===== src/rtl/truth_table_scanner_if.sv =====
// Scanner bus: stimulus/capture signals between a scan controller and the function block under test.
// Latency: none (wires only).
// Backpressure: none; start is a level request qualified by busy.
// Ports (slave = scanner side):
//   start, down : scan request and scan order (into the scanner)
//   f           : function block result, combinational from w (into the scanner)
//   w           : select code driven to the function block
//   busy, done  : scan in progress / one-cycle completion pulse
//   table_out   : captured truth table, bit k = f at w == k
//   ones        : population count of table_out
interface truth_table_scanner_if #(
    parameter int WIDTH = 3
);
    logic                    start;
    logic                    down;
    logic                    f;
    logic [WIDTH-1:0]        w;
    logic                    busy;
    logic                    done;
    logic [(1<<WIDTH)-1:0]   table_out;
    logic [WIDTH:0]          ones;

    modport master (
        output start, down, f,
        input  w, busy, done, table_out, ones
    );

    modport slave (
        input  start, down, f,
        output w, busy, done, table_out, ones
    );
endinterface


===== src/rtl/truth_table_scanner.sv =====
// Walks select code w over every index, samples f per index into a truth table and counts ones.
// Latency: each index holds SETTLE+1 cycles; done pulses 2^WIDTH*(SETTLE+1) edges after start accept.
// Backpressure: start ignored while busy; a start during the done cycle is accepted (no dead cycle).
// Ports:
//   clk   : rising-edge clock
//   rst_n : asynchronous active-low reset; clears all state, discarding any partial table
//   bus   : scanner side of truth_table_scanner_if (start/down/f in, w/busy/done/table_out/ones out)
module truth_table_scanner #(
    parameter int WIDTH  = 3,
    parameter int SETTLE = 1
) (
    input  logic                   clk,
    input  logic                   rst_n,
    truth_table_scanner_if.slave   bus
);
    localparam int               ENTRIES    = 1 << WIDTH;
    localparam logic [WIDTH-1:0] LAST_UP    = WIDTH'(ENTRIES - 1);
    localparam logic [3:0]       SETTLE_CNT = 4'(SETTLE);

    typedef enum logic {
        IDLE,
        HOLD
    } state_t;

    state_t     state;
    logic       down_q;
    logic [3:0] hold_cnt;
    logic       last_idx;

    // Last index depends on the scan order latched at start; w never wraps.
    assign last_idx = down_q ? (bus.w == '0) : (bus.w == LAST_UP);

    always_ff @(posedge clk or negedge rst_n) begin
        if (!rst_n) begin
            state         <= IDLE;
            down_q        <= 1'b0;
            hold_cnt      <= 4'd0;
            bus.w         <= '0;
            bus.busy      <= 1'b0;
            bus.done      <= 1'b0;
            bus.table_out <= '0;
            bus.ones      <= '0;
        end else begin
            bus.done <= 1'b0;
            case (state)
                IDLE: begin
                    bus.w <= '0;
                    if (bus.start) begin
                        down_q        <= bus.down;
                        bus.table_out <= '0;
                        bus.ones      <= '0;
                        bus.w         <= bus.down ? LAST_UP : '0;
                        hold_cnt      <= SETTLE_CNT;
                        bus.busy      <= 1'b1;
                        state         <= HOLD;
                    end
                end
                HOLD: begin
                    if (hold_cnt != 4'd0) begin
                        hold_cnt <= hold_cnt - 4'd1;
                    end else begin
                        // Final edge of this index's window: capture f for the current w.
                        bus.table_out[bus.w] <= bus.f;
                        bus.ones             <= bus.ones + {{WIDTH{1'b0}}, bus.f};
                        if (last_idx) begin
                            bus.busy <= 1'b0;
                            bus.done <= 1'b1;
                            bus.w    <= '0;
                            state    <= IDLE;
                        end else begin
                            bus.w    <= down_q ? (bus.w - WIDTH'(1)) : (bus.w + WIDTH'(1));
                            hold_cnt <= SETTLE_CNT;
                        end
                    end
                end
                default: state <= IDLE;
            endcase
        end
    end
endmodule


===== src/flat_wrapper.sv =====
// flat-port wrapper written by rule: the top's interface ports become plain ports
module truth_table_scanner_flat 
#(
    parameter int WIDTH  = 3,
    parameter int SETTLE = 1
)
  (clk, rst_n, bus_start, bus_down, bus_f, bus_w, bus_busy, bus_done, bus_table_out, bus_ones);
  truth_table_scanner_if #(.WIDTH(WIDTH)) bus_i ();
  input  logic clk;
  input  logic rst_n;
  input wire logic [$bits(bus_i.start)-1:0] bus_start;
  input wire logic [$bits(bus_i.down)-1:0] bus_down;
  input wire logic [$bits(bus_i.f)-1:0] bus_f;
  output wire logic [$bits(bus_i.w)-1:0] bus_w;
  output wire logic [$bits(bus_i.busy)-1:0] bus_busy;
  output wire logic [$bits(bus_i.done)-1:0] bus_done;
  output wire logic [$bits(bus_i.table_out)-1:0] bus_table_out;
  output wire logic [$bits(bus_i.ones)-1:0] bus_ones;
  assign bus_i.start = bus_start;
  assign bus_i.down = bus_down;
  assign bus_i.f = bus_f;
  assign bus_w = bus_i.w;
  assign bus_busy = bus_i.busy;
  assign bus_done = bus_i.done;
  assign bus_table_out = bus_i.table_out;
  assign bus_ones = bus_i.ones;
  truth_table_scanner #(.WIDTH(WIDTH), .SETTLE(SETTLE)) u_core (.clk(clk), .rst_n(rst_n), .bus(bus_i));
endmodule

===== config.mk =====
export PLATFORM = sky130hd
export DESIGN_NAME = truth_table_scanner_flat
export DESIGN_NICKNAME = d
export VERILOG_FILES = /design/src/rtl/truth_table_scanner_if.sv /design/src/rtl/truth_table_scanner.sv /design/src/flat_wrapper.sv
export SDC_FILE = /design/constraint.sdc
export NUM_CORES = 1
export LEC_CHECK = 0
export CAP_MARGIN = 0
export CORE_ASPECT_RATIO = 2
export CORE_UTILIZATION = 40
export CTS_CLUSTER_SIZE = 16
export DETAILED_ROUTE_END_ITERATION = 10
export SYNTH_ARGS = -nofsm -noshare
export SYNTH_HDL_FRONTEND = slang
export SYNTH_SLANG_ARGS = --single-unit

===== constraint.sdc =====
create_clock -name clk -period 1.8 [get_ports clk]
set_clock_uncertainty 0.1 [all_clocks]
set_input_delay 0.27 -clock clk [delete_from_list [all_inputs] [get_ports clk]]
set_output_delay 0.27 -clock clk [all_outputs]
set_load 0.05 [all_outputs]

**Yosys cells after proc, flatten, opt, wreduce, memory -nomap -nowiden**

Index checks and enable logic that the tools add are counted.

- Equality and inequality tests: 5
- Multiplexer cells: 31
- Magnitude comparators: 2
- $add $sub $neg: 4
- Reductions and logical operators: 7
- Bitwise logic cells: 1

Operators with widths:

| cell | number |
|---|---|
| $mux 4 | 5 |
| $mux 8 | 2 |
| $pmux 4 s2 | 2 |
| $pmux 8 s2 | 1 |
| $mux 3 | 5 |
| $mux 1 | 11 |
| $bwmux 8 | 1 |
| $ne 2x2->1 const B | 3 |
| $pmux 3 s2 | 1 |
| $reduce_and 2->1 | 3 |
| $add 4x1->4 | 1 |
| $lt 3x4->1 const B | 1 |
| $pmux 1 s2 | 2 |
| $reduce_bool 4->1 | 1 |
| $sub 4x1->4 const B | 1 |
| $add 3x1->3 const B | 1 |
| $demux 1 s3 | 1 |
| $eq 3x3->1 const B | 1 |
| $ge 3x1->1 const B | 1 |
| $logic_not 3->1 | 1 |
| $ne 3x3->1 const B | 1 |
| $reduce_and 3->1 | 1 |
| $sub 3x1->3 const B | 1 |
| $logic_and 1x1->1 | 1 |
| $not 1->1 | 1 |

- Logic and storage cells: 58
- Register bits after elaboration: 23
- Output and inout bits: 17

**Logic depth before layout (Yosys ltp)**

- Word-level depth: 7
- Gate-level depth with buffers: 6

**Worst setup path after synthesis**

OpenSTA, ideal clock, no wires.

- Kind: reg2reg
- Start: register u_core.bus.w[1]
- End: register u_core.bus.w[2]
- Stages on the path, launching flop included: 7
- Period minus slack after synthesis: 1,948 ps
- Slack: -148 ps
- Data required time: 1,568 ps
- Arrival time: 1,716 ps
- Setup time: 132 ps
- Buffers on the path: 1
- Cell sequence: dfrtp_1 > buf_6 > inv_1 > fa_1 > o211a_1 > nor4_1 > a211oi_1

- Cells in the longest elaborated chain, start to end: 5
- Elaborated cells on any way between the ends: 9
- Those cells by class: add/sub: 2; eq/ne: 1; mux: 5; reduce/logical: 1

Ends and longest elaborated chain:

| what | RTL line | text |
|---|---|---|
| start: declaration | truth_table_scanner_if.sv:30 | `output w, busy, done, table_out, ones` |
| start signal: assignment | truth_table_scanner.sv:52 | `bus.w <= bus.down ? LAST_UP : '0;` |
| start signal: assignment | truth_table_scanner.sv:71 | `bus.w <= down_q ? (bus.w - WIDTH'(1)) : (bus.w + WIDTH'(1));` |
| $add 3x1->3 (tied with other cells) | truth_table_scanner.sv:71 |  |
| $mux 3 / $mux 1 (equally long branches) | truth_table_scanner.sv:71, truth_table_scanner.sv:31 |  |
| $mux 3 * | truth_table_scanner.sv:65 | `if (last_idx) begin` |
| $mux 3 * | truth_table_scanner.sv:59 | `if (hold_cnt != 4'd0) begin` |
| $pmux 3 s2 * | truth_table_scanner.sv:45 | `case (state)` |

Every way passes the cells marked *; elsewhere a longest branch is shown, timed or not. The select of a mux whose other input is x is not followed.
A chain may end at the register's enable or synchronous reset.

**Worst setup path in the final report**

- Start: register u_core.hold_cnt[0]
- End: register u_core.bus.ones[3]

- Cells in the longest elaborated chain, start to end: 3

Ends and longest elaborated chain:

| what | RTL line | text |
|---|---|---|
| start: declaration | truth_table_scanner.sv:27 | `logic [3:0] hold_cnt;` |
| start signal: assignment | truth_table_scanner.sv:60 | `hold_cnt <= hold_cnt - 4'd1;` |
| $reduce_bool 4->1 | truth_table_scanner.sv:59 |  |
| $ne 2x2->1 (no source line) | -- |  |
| $reduce_and 2->1 (no source line) | -- |  |
| end signal: assignment | truth_table_scanner.sv:64 | `bus.ones <= bus.ones + {{WIDTH{1'b0}}, bus.f};` |
| end: declaration | truth_table_scanner_if.sv:30 |  |

No other way between the ends.

==> results.md <==
- Once placement finished, the instance area stood at 1580 um^2.
- After global routing, the most crowded layer is met2.
- The share of synthesized area in the top cell type comes to 0.4470.
- The minimum clock period after layout is 1.708 ns.
- The maximum clock frequency is 0.5854 GHz.
- The critical path capture point is u_core.bus.ones[3]$_DFFE_PN0P_.
- The number of max-slew violations in the final report is 0.
- Dividing the detail-routed via count by the number of cells gives 5.679.
- The predominant post-synthesis flop cell is dfrtp_1.
- The layout overhead on the synthesized area is 27.60%.
- The number of antenna violations at the first check in global routing is 0.
- The initial cell density of the core is 0.4273.
- The post-synthesis instance area is 1287 um^2.
- The start point of the critical path is u_core.hold_cnt[0]$_DFFE_PN0P_.
- The die area is 3463 um^2.
- The number of endpoints with negative hold slack in the final report is 0.
- The register bit total from synthesis is 23.
- In the final layout, the multi-input gates occupy 659.4 um^2.
- The post-cts repair resize count is 1.
- The later pin in the worst-skew pair is clocked with a latency of 0.26 ns.
- In this run, post-CTS hold repair placed 0 buffers.
- Across the run, the number of max-cap violations was 0.
- After routing the design area is 1643 um^2.
- Synthesis produced a netlist whose cell count is 131.
- The detail-routed net length per standard cell is 16.03 um.
- The post-layout total power is 3.304 mW.
- The count of input and output buffers is 21.
- The detailed-route via count is 1096.
- Setup repair after global routing left no endpoint under its margin.
- Sorting the synthesized cells by area gives the leading types as dfrtp_1 (45%), nand2_1 (4.1%), ha_1 (3.9%).
- The core region is 3013 um^2.
- The number of cell rows is 28.
- The ratio of cells with drive above 1 in the final layout is 0.2761.
- Data on the critical path is required at its endpoint by 1.89 ns.
- The number of synthesized flops with an enable pin is 0.
- The wire-length estimate of the detail-placed layout is 2399 um.
- The cell type with the largest total area after synthesis is dfrtp_1.
- The kind of end point of the critical path is a register.
- The number of sinks handled by clock tree synthesis is 23.
- Dividing total power by cell area gives a power density of 2011 nW/um^2.
- The number of warnings printed during yosys synthesis is 0.
- The critical path in this run is classified as register to register.
- The number of antenna diodes in the final layout is 0.
- The static power due to leakage is 0.7956 nW.
- The remaining antenna violation count after routing is 0.
- The min-delay analysis places its worst path in the category input pin to async pin.
- From bottom edge to top edge, the die measures 82.23 um.
- The number of buffers inserted by post-CTS setup repair is 0.
- The final-layout setup total negative slack is 0 ns.
- The number of distinct library cells after synthesis is 45.
- By count the netlist is led by dfrtp_1 (23), nand2_1 (14), inv_1 (8).
- For this design the top-level I/O count stands at 22.
- For this run, global-route usage on met1 was measured as 0.2214.
- In this run the critical register-to-register path is launched from u_core.hold_cnt[0]$_DFFE_PN0P_.
- The number of DRC violations after detailed-routing iteration 0 is 21.
- The end of the worst register-to-register path is u_core.bus.ones[3]$_DFFE_PN0P_.
- After detailed routing, the number of remaining DRC violations is 0.
- Setup violations remaining at the end of the flow were counted as 0.
- The net count of the finished layout is 174.
- The worst-case IR drop observed on VDD is 0.9639 mV.
- The clock-pin slew of the registers on the worst-case setup and hold paths is 0.08 ns.
- Buffers inserted during clock tree synthesis total 3.
- The area used by sequential logic in the layout is 578.1 um^2.
- The wire length of the first global-routing pass is 5202 um.
- The number of fillers in the final layout is 269.
- Across all register-to-register paths, the minimum setup slack is 0.09 ns.
- The first TritonRoute pass finished after 4 iterations.
- Global routing finished with a remaining overflow of 0.
- Of all nets on the critical path, the largest fanout is 9.
- The flow ran to the end, and the final reports show no timing, DRC or antenna violations.
- The headroom to the max-slew limit is 0.7386.
- In the synthesized netlist the async set-or-reset flop fraction comes to 1.000.
- The number of cells on the worst reg-to-reg path is 6.
- The nature of the critical path startpoint is a register.
- The largest net degree at the start of global routing is 24.
- The TritonCTS clock tree is yes.
- The tree is rooted in a clkbuf_8.
- When the netlist entered floorplanning its net count stood at 141.
- The fraction of the cycle the final worst path needs is 0.9490.
- The average cell area after synthesis is 9.828 um^2.
- Across every metal layer, demand over resource in global routing totals 0.2002.
- CTS built an H-tree with a depth of 1.
- The sequential area share after synthesis is 0.4470.
- For met2 alone, demand over resource in global routing was 0.3750.
- The congestion estimate from routability-driven global placement came to 0.8609.
- The buffer depth of the longest clock path is 2.
- The fraction of met3 tracks used by global routing is 0.02609.
- The die span in x is 42.12 um.
- The most frequent cell after synthesis is dfrtp_1.
- The via count of the first global-routing pass is 1126.
- For the pin with the worst max-slew slack, the measured transition is 0.3921 ns.
- After detailed routing, the total wire length is 3094 um.
- STA puts the critical path data arrival time at 1.79 ns.
cell usage in the layout (no fill, tap or decap), drive strengths merged, types with 2 or more instances in the layout:
cell / instances
buf: 32
nand2: 14
nor4: 2
mux2i: 5
a211oi: 2
nor2: 7
o31ai: 2
o21ai: 5
nor2b: 5
nor3: 3
or3: 3
ha: 4
nor3b: 2
dfrtp: 23
clkbuf: 4
a21oi: 5
nand2b: 3
clkdlybuf4s50: 4
inv: 8
nand3: 7
a31oi: 2
flip-flops by register name (all words and copies together), names as in the netlist:
name / flops
u_core.bus.busy: 1
u_core.bus.done: 1
u_core.bus.ones: 4
u_core.bus.table_out: 8
u_core.bus.w: 3
u_core.down_q: 1
u_core.hold_cnt: 4
u_core.state: 1
power by group:
| part | total [mW] | switching, mW | internal [mW] |
|---|---|---|---|
| sequential | 0.967 | 0.227 | 0.740 |
| combinational | 2.02 | 1.22 | 0.804 |
| clock | 0.315 | 0.157 | 0.158 |
metal layers:
layer,vias to the layer above,wire length (um),part of all wire
li1,530,-,-
met1,543,1247,0.40
met2,19,1709,0.55
met3,4,83,0.027
met4,0,53,0.017
met5,-,0,0
cell type report:
class | instances | share of cell area
flip-flops and latches | 23 | 0.3519
inverters | 8 | 0.01828
well taps | 30 | 0.02285
clock buffers | 4 | 0.02742
repair buffers | 36 | 0.1782
multi-input cells | 92 | 0.4014
worst min-delay path by stage:
| stage | slack (ns) | to | depth (start not counted) | startpoint |
|---|---|---|---|---|
| finish | 0.26 | u_core.bus.busy$_DFFE_PN0P_ | 2 | rst_n |
| global placement | 0.38 | u_core.bus.busy$_DFFE_PN0P_ | 2 | u_core.bus.busy$_DFFE_PN0P_ |
| detailed placement | 0.39 | u_core.bus.busy$_DFFE_PN0P_ | 2 | u_core.bus.busy$_DFFE_PN0P_ |
| floorplan | -0.13 | u_core.bus.busy$_DFFE_PN0P_ | 0 | rst_n |
| CTS | 0.27 | u_core.hold_cnt[2]$_DFFE_PN0P_ | 2 | rst_n |
| global route | 0.29 | u_core.bus.table_out[5]$_DFFE_PN0P_ | 2 | rst_n |
metrics by stage:
stage | setup slack, ns | util | instances | hold slack, ns
floorplan | 0.05619 | - | 131 | -0.1256
global placement | 0.05046 | 0.5245 | 189 | 0.3787
detailed placement | -0.02501 | 0.5245 | 189 | 0.3892
CTS | 0.04050 | 0.5403 | 193 | 0.2718
global route | 0.003180 | 0.5453 | 193 | 0.2876
finish | 0.09171 | 0.5453 | 193 | 0.2646
worst max-delay path: stages (launching register included):
cell and delay (ns):
dfrtp_1 0.39, inv_1 0.12, ha_4 0.18, nand4bb_4 0.16
buf_4 0.20, or3_1 0.34, a21oi_1 0.15
kinds of logic after synthesis:
logic type,count (synthesis),share of synthesized area
buf+inv,16,0.05636
xor+xnor,1,0.006804
flops,23,0.4470
simple gates,55,0.2585
compound gates,26,0.1380
mux,5,0.03887
fa+ha+maj,5,0.05442
(Power assumes the default switching activity.)
